## config.mk

```make
export PLATFORM = sky130hd
export DESIGN_NAME = dma_wr_req_width_conv
export DESIGN_NICKNAME = d
export VERILOG_FILES = /design/src/rtl/dma_wr_req_width_conv.sv
export SDC_FILE = /design/constraint.sdc
export NUM_CORES = 1
export LEC_CHECK = 0
export ABC_AREA = 1
export CAP_MARGIN = 25
export CELL_PAD_IN_SITES_DETAIL_PLACEMENT = 1
export CELL_PAD_IN_SITES_GLOBAL_PLACEMENT = 2
export CORE_AREA = 2 2 402 404
export CTS_CLUSTER_DIAMETER = 100
export DETAILED_ROUTE_END_ITERATION = 12
export DIE_AREA = 0 0 404 406
export GPL_TIMING_DRIVEN = 1
export MAX_ROUTING_LAYER = met4
export PLACE_DENSITY_LB_ADDON = 0.1
export SLEW_MARGIN = 20
export SYNTH_ARGS = -nofsm -noshare
export SYNTH_HDL_FRONTEND = slang
export SYNTH_SLANG_ARGS = --single-unit
```

## constraint.sdc

```tcl
create_clock -name clk -period 2.7 [get_ports clk]
set_input_delay 0.405 -clock clk [delete_from_list [all_inputs] [get_ports clk]]
set_output_delay 0.405 -clock clk [all_outputs]
set_load 0.005 [all_outputs]
```

## src/rtl/dma_wr_req_width_conv.sv

```systemverilog
// DMA write-request width down-converter: each wide beat is split into RATIO narrow slices, LSB first.
// Optional output skid buffer (registered outputs, 1-cycle latency) enabled by `DMA_WR_REQ_OUT_REG_EN.
module dma_wr_req_width_conv #(
  parameter int IN_DATA_W  = 512,
  parameter int OUT_DATA_W = 256,
  parameter int HEAD_W     = 128,
  parameter int LEN_W      = 32
) (
  input  logic                  clk,
  input  logic                  rst,
  input  logic                  dma_wr_req_in_valid,
  input  logic [HEAD_W-1:0]     dma_wr_req_in_head,
  input  logic [IN_DATA_W-1:0]  dma_wr_req_in_data,
  input  logic                  dma_wr_req_in_last,
  output logic                  dma_wr_req_in_ready,
  output logic                  dma_wr_req_out_valid,
  output logic [HEAD_W-1:0]     dma_wr_req_out_head,
  output logic [OUT_DATA_W-1:0] dma_wr_req_out_data,
  output logic                  dma_wr_req_out_last,
  input  logic                  dma_wr_req_out_ready,
  output logic                  dma_wr_req_err
);

  localparam int RATIO  = IN_DATA_W / OUT_DATA_W;
  localparam int SIDX_W = (RATIO > 1) ? $clog2(RATIO) : 1;
  localparam logic [LEN_W-1:0]  OUT_BYTES_L = LEN_W'(OUT_DATA_W / 8);
  localparam logic [SIDX_W-1:0] SIDX_MAX    = SIDX_W'(RATIO - 1);

  typedef enum logic {IDLE = 1'b0, XFER = 1'b1} state_t;

  state_t                         state_q, state_d;
  logic [SIDX_W-1:0]              sidx_q, sidx_d;
  logic [LEN_W-1:0]               len_left_q, len_left_d;
  logic                           err_q, err_d;
  logic [LEN_W-1:0]               eff_len_s;
  logic                           final_s;
  logic                           last_slice_s;
  logic                           sink_ready_s;
  logic                           conv_hs_s;
  logic                           in_hs_s;
  logic [RATIO-1:0][OUT_DATA_W-1:0] slices_s;
  logic [OUT_DATA_W-1:0]          slice_s;

  assign dma_wr_req_err = err_q;

  // Current slice selection and packet-end decode from the effective length
  always_comb begin
    slices_s = dma_wr_req_in_data;
    slice_s  = slices_s[sidx_q];
    if (state_q == IDLE) begin
      eff_len_s = dma_wr_req_in_head[LEN_W-1:0];
    end else begin
      eff_len_s = len_left_q;
    end
    final_s      = (eff_len_s <= OUT_BYTES_L);
    last_slice_s = (sidx_q == SIDX_MAX) || final_s;
    conv_hs_s    = dma_wr_req_in_valid && sink_ready_s && !rst;
    in_hs_s      = conv_hs_s && last_slice_s;
  end

  // Converter next state: advance one slice per accepted output beat
  always_comb begin
    state_d    = state_q;
    sidx_d     = sidx_q;
    len_left_d = len_left_q;
    if (conv_hs_s) begin
      if (final_s) begin
        len_left_d = '0;
        sidx_d     = '0;
        state_d    = IDLE;
      end else begin
        len_left_d = eff_len_s - OUT_BYTES_L;
        sidx_d     = (sidx_q == SIDX_MAX) ? '0 : sidx_q + SIDX_W'(1);
        state_d    = XFER;
      end
    end else begin
      state_d = state_q;
    end
    // in_last must agree with the length-derived end of packet
    if (in_hs_s) begin
      err_d = (dma_wr_req_in_last != final_s);
    end else begin
      err_d = 1'b0;
    end
  end

  // Converter state registers
  always_ff @(posedge clk or posedge rst) begin
    if (rst) begin
      state_q    <= IDLE;
      sidx_q     <= '0;
      len_left_q <= '0;
      err_q      <= 1'b0;
    end else begin
      state_q    <= state_d;
      sidx_q     <= sidx_d;
      len_left_q <= len_left_d;
      err_q      <= err_d;
    end
  end

`ifdef DMA_WR_REQ_OUT_REG_EN
  logic                  v0_q, v0_d, v1_q, v1_d;
  logic                  last0_q, last0_d, last1_q, last1_d;
  logic [HEAD_W-1:0]     head0_q, head0_d, head1_q, head1_d;
  logic [OUT_DATA_W-1:0] data0_q, data0_d, data1_q, data1_d;
  logic                  pop_s;

  assign dma_wr_req_out_valid = v0_q;
  assign dma_wr_req_out_head  = head0_q;
  assign dma_wr_req_out_data  = data0_q;
  assign dma_wr_req_out_last  = last0_q;

  // Two-entry skid buffer; entry 0 always drives the outputs
  always_comb begin
    sink_ready_s = !v1_q;
    pop_s        = v0_q && dma_wr_req_out_ready;
    v0_d    = v0_q;
    v1_d    = v1_q;
    last0_d = last0_q;
    last1_d = last1_q;
    head0_d = head0_q;
    head1_d = head1_q;
    data0_d = data0_q;
    data1_d = data1_q;
    case ({v1_q, v0_q})
      2'b00: begin
        if (conv_hs_s) begin
          v0_d    = 1'b1;
          head0_d = dma_wr_req_in_head;
          data0_d = slice_s;
          last0_d = final_s;
        end else begin
          v0_d = 1'b0;
        end
      end
      2'b01: begin
        if (conv_hs_s && pop_s) begin
          head0_d = dma_wr_req_in_head;
          data0_d = slice_s;
          last0_d = final_s;
        end else if (conv_hs_s) begin
          v1_d    = 1'b1;
          head1_d = dma_wr_req_in_head;
          data1_d = slice_s;
          last1_d = final_s;
        end else if (pop_s) begin
          v0_d    = 1'b0;
          last0_d = 1'b0;
        end else begin
          v0_d = 1'b1;
        end
      end
      2'b11: begin
        if (pop_s) begin
          v1_d    = 1'b0;
          head0_d = head1_q;
          data0_d = data1_q;
          last0_d = last1_q;
        end else begin
          v1_d = 1'b1;
        end
      end
      default: begin
        v0_d    = 1'b0;
        v1_d    = 1'b0;
        last0_d = 1'b0;
      end
    endcase
    dma_wr_req_in_ready = !rst && !v1_q && last_slice_s;
  end

  // Skid buffer registers
  always_ff @(posedge clk or posedge rst) begin
    if (rst) begin
      v0_q    <= 1'b0;
      v1_q    <= 1'b0;
      last0_q <= 1'b0;
      last1_q <= 1'b0;
      head0_q <= '0;
      head1_q <= '0;
      data0_q <= '0;
      data1_q <= '0;
    end else begin
      v0_q    <= v0_d;
      v1_q    <= v1_d;
      last0_q <= last0_d;
      last1_q <= last1_d;
      head0_q <= head0_d;
      head1_q <= head1_d;
      data0_q <= data0_d;
      data1_q <= data1_d;
    end
  end
`else
  // Zero-latency output path, forced to zero while reset is asserted
  always_comb begin
    sink_ready_s = dma_wr_req_out_ready;
    if (rst) begin
      dma_wr_req_out_valid = 1'b0;
      dma_wr_req_out_head  = '0;
      dma_wr_req_out_data  = '0;
      dma_wr_req_out_last  = 1'b0;
      dma_wr_req_in_ready  = 1'b0;
    end else begin
      dma_wr_req_out_valid = dma_wr_req_in_valid;
      dma_wr_req_out_head  = dma_wr_req_in_head;
      dma_wr_req_out_data  = slice_s;
      dma_wr_req_out_last  = dma_wr_req_in_valid && final_s;
      dma_wr_req_in_ready  = dma_wr_req_out_ready && last_slice_s;
    end
  end
`endif

endmodule

```

==> flow_summary.json, run 1 <==
{
  "status": "complete, no violations",
  "clk_pin_slew_ns": 0.07,
  "hold_viol": 0,
  "cts_max_level": 2,
  "netlist.top_cell.by_area": "nor2_1",
  "cts.path.max_buffers": 2,
  "die_h_um": 406,
  "cap_violations": 0,
  "grt_pass1_vias": 15681,
  "grt_util_met3_pct": 4.59,
  "grt_pass1_wl_um": 158000,
  "cp-endpoint": "dma_wr_req_out_data[107]",
  "reg2regPathDepth": 15,
  "grt_setup_unrepaired": "yes",
  "arrival_ns": 2.24,
  "area_growth_pct": 210,
  "fp.coreArea_um2": 160000,
  "hp-class": "input pin to async pin",
  "setup_ws_ns": 0.0538,
  "relSlewSlack_pct": 50.0,
  "yosysTopAreaCellShare_pct": 35.2,
  "gp_congestion": 0.847,
  "nets": 3379,
  "tightest_slew_ns": 0.750,
  "ys_seq_area_share_pct": 11.9,
  "dieWidth_um": 404,
  "p_leak_nw": 9.99,
  "setup.worst_path.end_class": "output port",
  "finalCritPeriodShare_pct": 98.0,
  "crit_path_start": "sidx_q",
  "drc": 0,
  "setup_viol": 0,
  "numCtsBuffers": 5,
  "drive_above_1_share_pct": 12.3,
  "grtUsageTotal_pct": 14.8,
  "reg2reg_slack_ns": 0.36,
  "met2_usage_pct": 28.3,
  "via_count": 14742,
  "viasPerCell": 3.04,
  "cts_tree": "done",
  "r2r-start": "state_q",
  "totalWireLength_um": 125000,
  "drt_iter0_markers": 582,
  "rows": 147,
  "die_area_um2": 164000,
  "cts_root_buffer": "clkbuf_16",
  "gr-max-usage-layer": "met2",
  "io_buffers": 1032,
  "clk-insertion-delay-late_ns": 0.30,
  "synth_nets": 2252,
  "crit_type": "flip-flop to output port",
  "detail-route-antenna-nets": 0,
  "r2r_end": "len_left_q[23]",
  "finClkSkew_ns": 0.0101,
  "nFillCells": 19313,
  "finalCriticalPeriod_ns": 2.65,
  "ys_warn_count": 0,
  "io_pins": 1033,
  "critPathLaunchType": "flip-flop",
  "grt_overflow": 0,
  "start_util_pct": 4.60,
  "netlist_instances": 1606,
  "first_pass_iters": 4,
  "antenna_found_initial": 63,
  "syn_area_um2": 7350,
  "use_met1_pct": 15.1,
  "ys_ff_latch": 35,
  "hpwl_um": 108000,
  "crit_required_ns": 2.30,
  "grt_max_degree": 131,
  "fmax_mhz": 378,
  "p_total_mw": 8.72,
  "dp_slack_ns": -0.287,
  "irDropWorstVdd_v": 0.000221,
  "wl_per_cell_um": 25.8,
  "cp_max_fo": 12,
  "p_per_area_nw_per_um2": 382,
  "cts_num_sinks": 35,
  "final_max_slew_viol_count": 0,
  "netlist_top_cells_area": "nor2_1, o21ai_0, nand2_1",
  "syn_area_per_cell_um2": 4.58,
  "synthDistinctLibCells": 25
}
[Yosys cell counts]
cell,number
clkinv_1,1
ha_1,1
nor2_2,6
nor2_1,690
nand4_1,3
and2_2,1
buf_4,3
nand3b_1,1
nand3_1,15
nand2_4,1
buf_2,4
inv_1,172
nor2_4,1
nand2_2,1
inv_2,5
nand3_4,1
o21ai_0,270
buf_6,4
a21oi_1,1
nor3_1,2
nand2_1,245
clkbuf_1,103
dfrtp_1,35
xor2_1,13
o21ai_1,27
[layout by cell type (no fill, tap or decap), types with 22 or more instances in the layout]
master / count
buf_12: 53
o21ai_1: 40
dlymetal6s2s_1: 22
nor2_1: 669
clkdlybuf4s50_1: 876
buf_4: 166
dlygate4sd2_1: 83
dfrtp_1: 33
o21ai_0: 243
nand2_1: 227
inv_1: 171
diode_2: 33
nor2_2: 26
[kinds of logic (layout without fill, tap and decap cells)]
| group | Yosys count | after routing | share of synthesized area, % |
|---|---|---|---|
| AND/OR/NAND/NOR | 967 | 967 | 50.5 |
| AO/OA/AOI/OAI | 298 | 298 | 20.3 |
| buffers and inverters | 292 | 1420 | 15.5 |
| flip-flops | 35 | 35 | 11.9 |
| XOR/XNOR | 13 | 13 | 1.55 |
| adder cells (fa/ha/maj) | 1 | 1 | 0.170 |
| other | 0 | 33 | 0 |
[worst max-delay path: stages, from the launching register on]
cell and delay [ns]:
dfrtp_4 0.51, buf_12 0.15, buf_16 0.15, buf_4 0.15
bufbuf_16 0.29, o21ai_1 0.15, nor2_1 0.06, clkdlybuf4s50_1 0.47
[metal layers]
metal / share of wire, % / vias up
li1: - / 7177
met1: 38 / 6930
met2: 54 / 557
met3: 6.3 / 78
met4: 1.4 / 0
met5: 0 / -
[cell type report]
| cell class | count | area [um^2] | area share [%] |
|---|---|---|---|
| Timing Repair Buffer | 1233 | 12800 | 56.2 |
| Multi-Input combinational cell | 1279 | 5530 | 24.3 |
| Tap cell | 2086 | 2610 | 11.4 |
| Sequential cell | 35 | 881 | 3.86 |
| Inverter | 178 | 697 | 3.06 |
| Clock buffer | 6 | 139 | 0.609 |
| Antenna cell | 33 | 82.6 | 0.362 |
| Clock inverter | 2 | 35.0 | 0.154 |
| Timing Repair inverter | 1 | 16.3 | 0.0713 |
[flip-flops by register name, indices dropped and copies added (netlist names)]
| name | cells |
|---|---|
| len_left_q | 32 |
| dma_wr_req_err | 1 |
| sidx_q | 1 |
| state_q | 1 |
[worst min path at each step]
stage	slack [ns]	cells past startpoint	from	end
final	0.26	3	rst	len_left_q[29]
after global routing	0.31	3	rst	len_left_q[29]
after CTS	0.32	3	rst	len_left_q[24]
after detailed placement	0.48	2	len_left_q[22]	len_left_q[22]
after global placement	0.47	2	len_left_q[22]	len_left_q[22]
after floorplan	0.45	2	len_left_q[30]	len_left_q[30]
[through the flow]
| stage | std cells | hold WS [ns] | util, % | area, um^2 | setup TNS, ns |
|---|---|---|---|---|---|
| 3_5_place_dp | 4768 | 0.477 | 13.5 | 21600 | -0.642 |
| 3_3_place_gp | 4768 | 0.473 | 13.5 | 21600 | -0.728 |
| 4_1_cts | 4809 | 0.324 | 14.0 | 22400 | -0.295 |
| 6_report | 4853 | 0.259 | 14.3 | 22800 | 0 |
| 2_1_floorplan | 1606 | 0.449 | - | 7350 | 0 |
| 5_1_grt | 4848 | 0.305 | 14.3 | 22800 | -0.0373 |
[power by group]
group,leakage [nW],switching [mW],internal (mW)
registers,0.441,0.121,0.665
logic,9.46,3.64,3.55
clock network,0.0871,0.285,0.461
[what timing repair did]
action	in CTS	in global routing
pin swaps	11	17
hold buffers	0	0
hold endpoints to repair	0	0
cloned	11	4
setup buffers	22	9
gates resized for setup	160	78
setup endpoints to repair	159	75
(Power assumes the default switching activity.)
==> run 2: changes to the inputs <==
- CORE_AREA: 2 2 402 404 -> 4 4 404 406
- DIE_AREA: 0 0 404 406 -> 0 0 408 410
==> run 2 against run 1 <==
Against the previous run: power grew 1.5%; flip-flop and latch count is the same; combinational power grew 2.9%; non-clock buffer count grew 23; die area grew 2.0%; via count grew 3.5%; critical endpoint is now dma_wr_req_out_data[193].
==> flow_summary.json, run 2 (synthesis results as in run 1) <==
{
  "io_pins": 1033,
  "p_per_area_nw_per_um2": 383,
  "grt_max_degree": 64,
  "whs_path_depth": 2,
  "layout_common_cells": "clkdlybuf4s50_1, nor2_1, o21ai_0, nand2_1, buf_4",
  "crit_required_ns": 2.30,
  "hp-class": "flip-flop to flip-flop",
  "fmax_mhz": 371,
  "irDropWorstVdd_v": 0.000197,
  "critPathLaunchType": "flip-flop",
  "cts_root_buffer": "clkbuf_16",
  "hold_end": "len_left_q[26]",
  "crit_type": "flip-flop to output port",
  "gp_congestion": 0.905,
  "grt_pass1_vias": 16192,
  "finalNonFillerCells": 4870,
  "arrival_ns": 2.29,
  "cts.path.max_buffers": 2,
  "clk_pin_slew_ns": 0.07,
  "viasPerCell": 3.13,
  "p_leak_nw": 10.1,
  "setup_viol": 0,
  "antenna_found_initial": 77,
  "die_area_um2": 167000,
  "fp.coreArea_um2": 160000,
  "placed_cell_area_um2": 22000,
  "r2r_end": "len_left_q[31]",
  "r2r-start": "state_q",
  "largest_reg_flops": 32,
  "reg2reg_slack_ns": 0.14,
  "finClkSkew_ns": 0.00605,
  "finalCritPeriodShare_pct": 99.8,
  "hold_viol": 0,
  "cts_max_level": 2,
  "drc": 0,
  "finalCriticalPeriod_ns": 2.69,
  "detail-route-antenna-nets": 0,
  "p_total_mw": 8.85,
  "clk-insertion-delay-late_ns": 0.30,
  "status": "complete, no violations",
  "ctsHoldBuffers": 0,
  "setup.worst_path.end_class": "output port",
  "drive_above_1_share_pct": 14.9,
  "hpwl_um": 117000,
  "grt_setup_unrepaired": "yes",
  "io_buffers": 1032,
  "dieWidth_um": 408,
  "relSlewSlack_pct": 61.4,
  "grt_pass1_wl_um": 169000,
  "final_cell_area_um2": 23100,
  "final_max_slew_viol_count": 0,
  "cp_max_fo": 29,
  "drt_iter0_markers": 637,
  "start_util_pct": 4.60,
  "rows": 147,
  "cap_violations": 0,
  "first_pass_iters": 7,
  "setup_tns_ns": 0,
  "reg2regPathDepth": 21,
  "die_h_um": 410,
  "area_growth_pct": 215,
  "grtUsageTotal_pct": 15.5,
  "wl_per_cell_um": 27.2,
  "postLayoutCoreUtil_pct": 14.5,
  "cts_tree": "done",
  "hold_path_startpoint": "len_left_q[26]",
  "final_common_cell": "clkdlybuf4s50_1",
  "cts_num_sinks": 35,
  "via_count": 15259,
  "tightest_slew_ns": 0.579,
  "placed_cells": 4795,
  "grt_overflow": 0,
  "totalWireLength_um": 132000,
  "largest-register": "len_left_q",
  "nets": 3401,
  "numCtsBuffers": 5
}
-- run 2: metal layers --
metal  vias to the layer above  share of wire [%]  track usage, %
met5                         -                  0               -
met4                         0                1.4            1.31
met3                        88                5.4            3.68
met2                       647                 53            29.0
met1                      7324                 40            17.1
li1                       7200                  -               -
-- run 2: cell type report --
class | instances | area [um^2]
antenna | 28 | 70.1
clock buffer | 8 | 156
fill | 19278 | 137000
inverter | 178 | 697
multi-input combinational | 1279 | 5650
sequential | 35 | 881
tap | 2086 | 2610
timing repair buffer | 1256 | 13100
-- run 2: worst max-delay path by stage --
stage | end | cells after the start | slack, ns | from
finish | dma_wr_req_out_data[193] | 7 | 0.007 | sidx_q
global placement | dma_wr_req_out_last | 12 | -0.33 | dma_wr_req_in_head[29]
detailed placement | dma_wr_req_out_last | 12 | -0.31 | dma_wr_req_in_head[30]
floorplan | dma_wr_req_out_data[246] | 6 | 0.46 | rst
global route | dma_wr_req_out_data[193] | 7 | -0.07 | sidx_q
CTS | len_left_q[31] | 23 | -0.12 | state_q
-- run 2: metrics by stage --
stage	setup WS, ns	hold slack [ns]
final	0.00674	0.491
after global routing	-0.0708	0.537
after CTS	-0.117	0.495
after detailed placement	-0.312	0.470
after global placement	-0.328	0.466
after floorplan	0.461	0.449
-- run 2: repair_timing --
item                                    in CTS  in global routing
gates resized for setup                    125                109
buffers inserted                            22                 14
pin swaps                                   13                 32
cloned                                       8                  1
endpoints found under the setup margin     120                 44
-- run 2: report_power, final --
part           internal, mW  switching [mW]
registers             0.666           0.120
clock network         0.395           0.271
logic                  3.67            3.74
-- run 2: critical path, cell delays in order (launching register included) --
cell and delay [ns]:
dfrtp_4 0.51, buf_12 0.19, buf_4 0.14, buf_12 0.10, buf_16 0.17, o21ai_0 0.11
nor2_1 0.19, clkdlybuf4s50_1 0.54
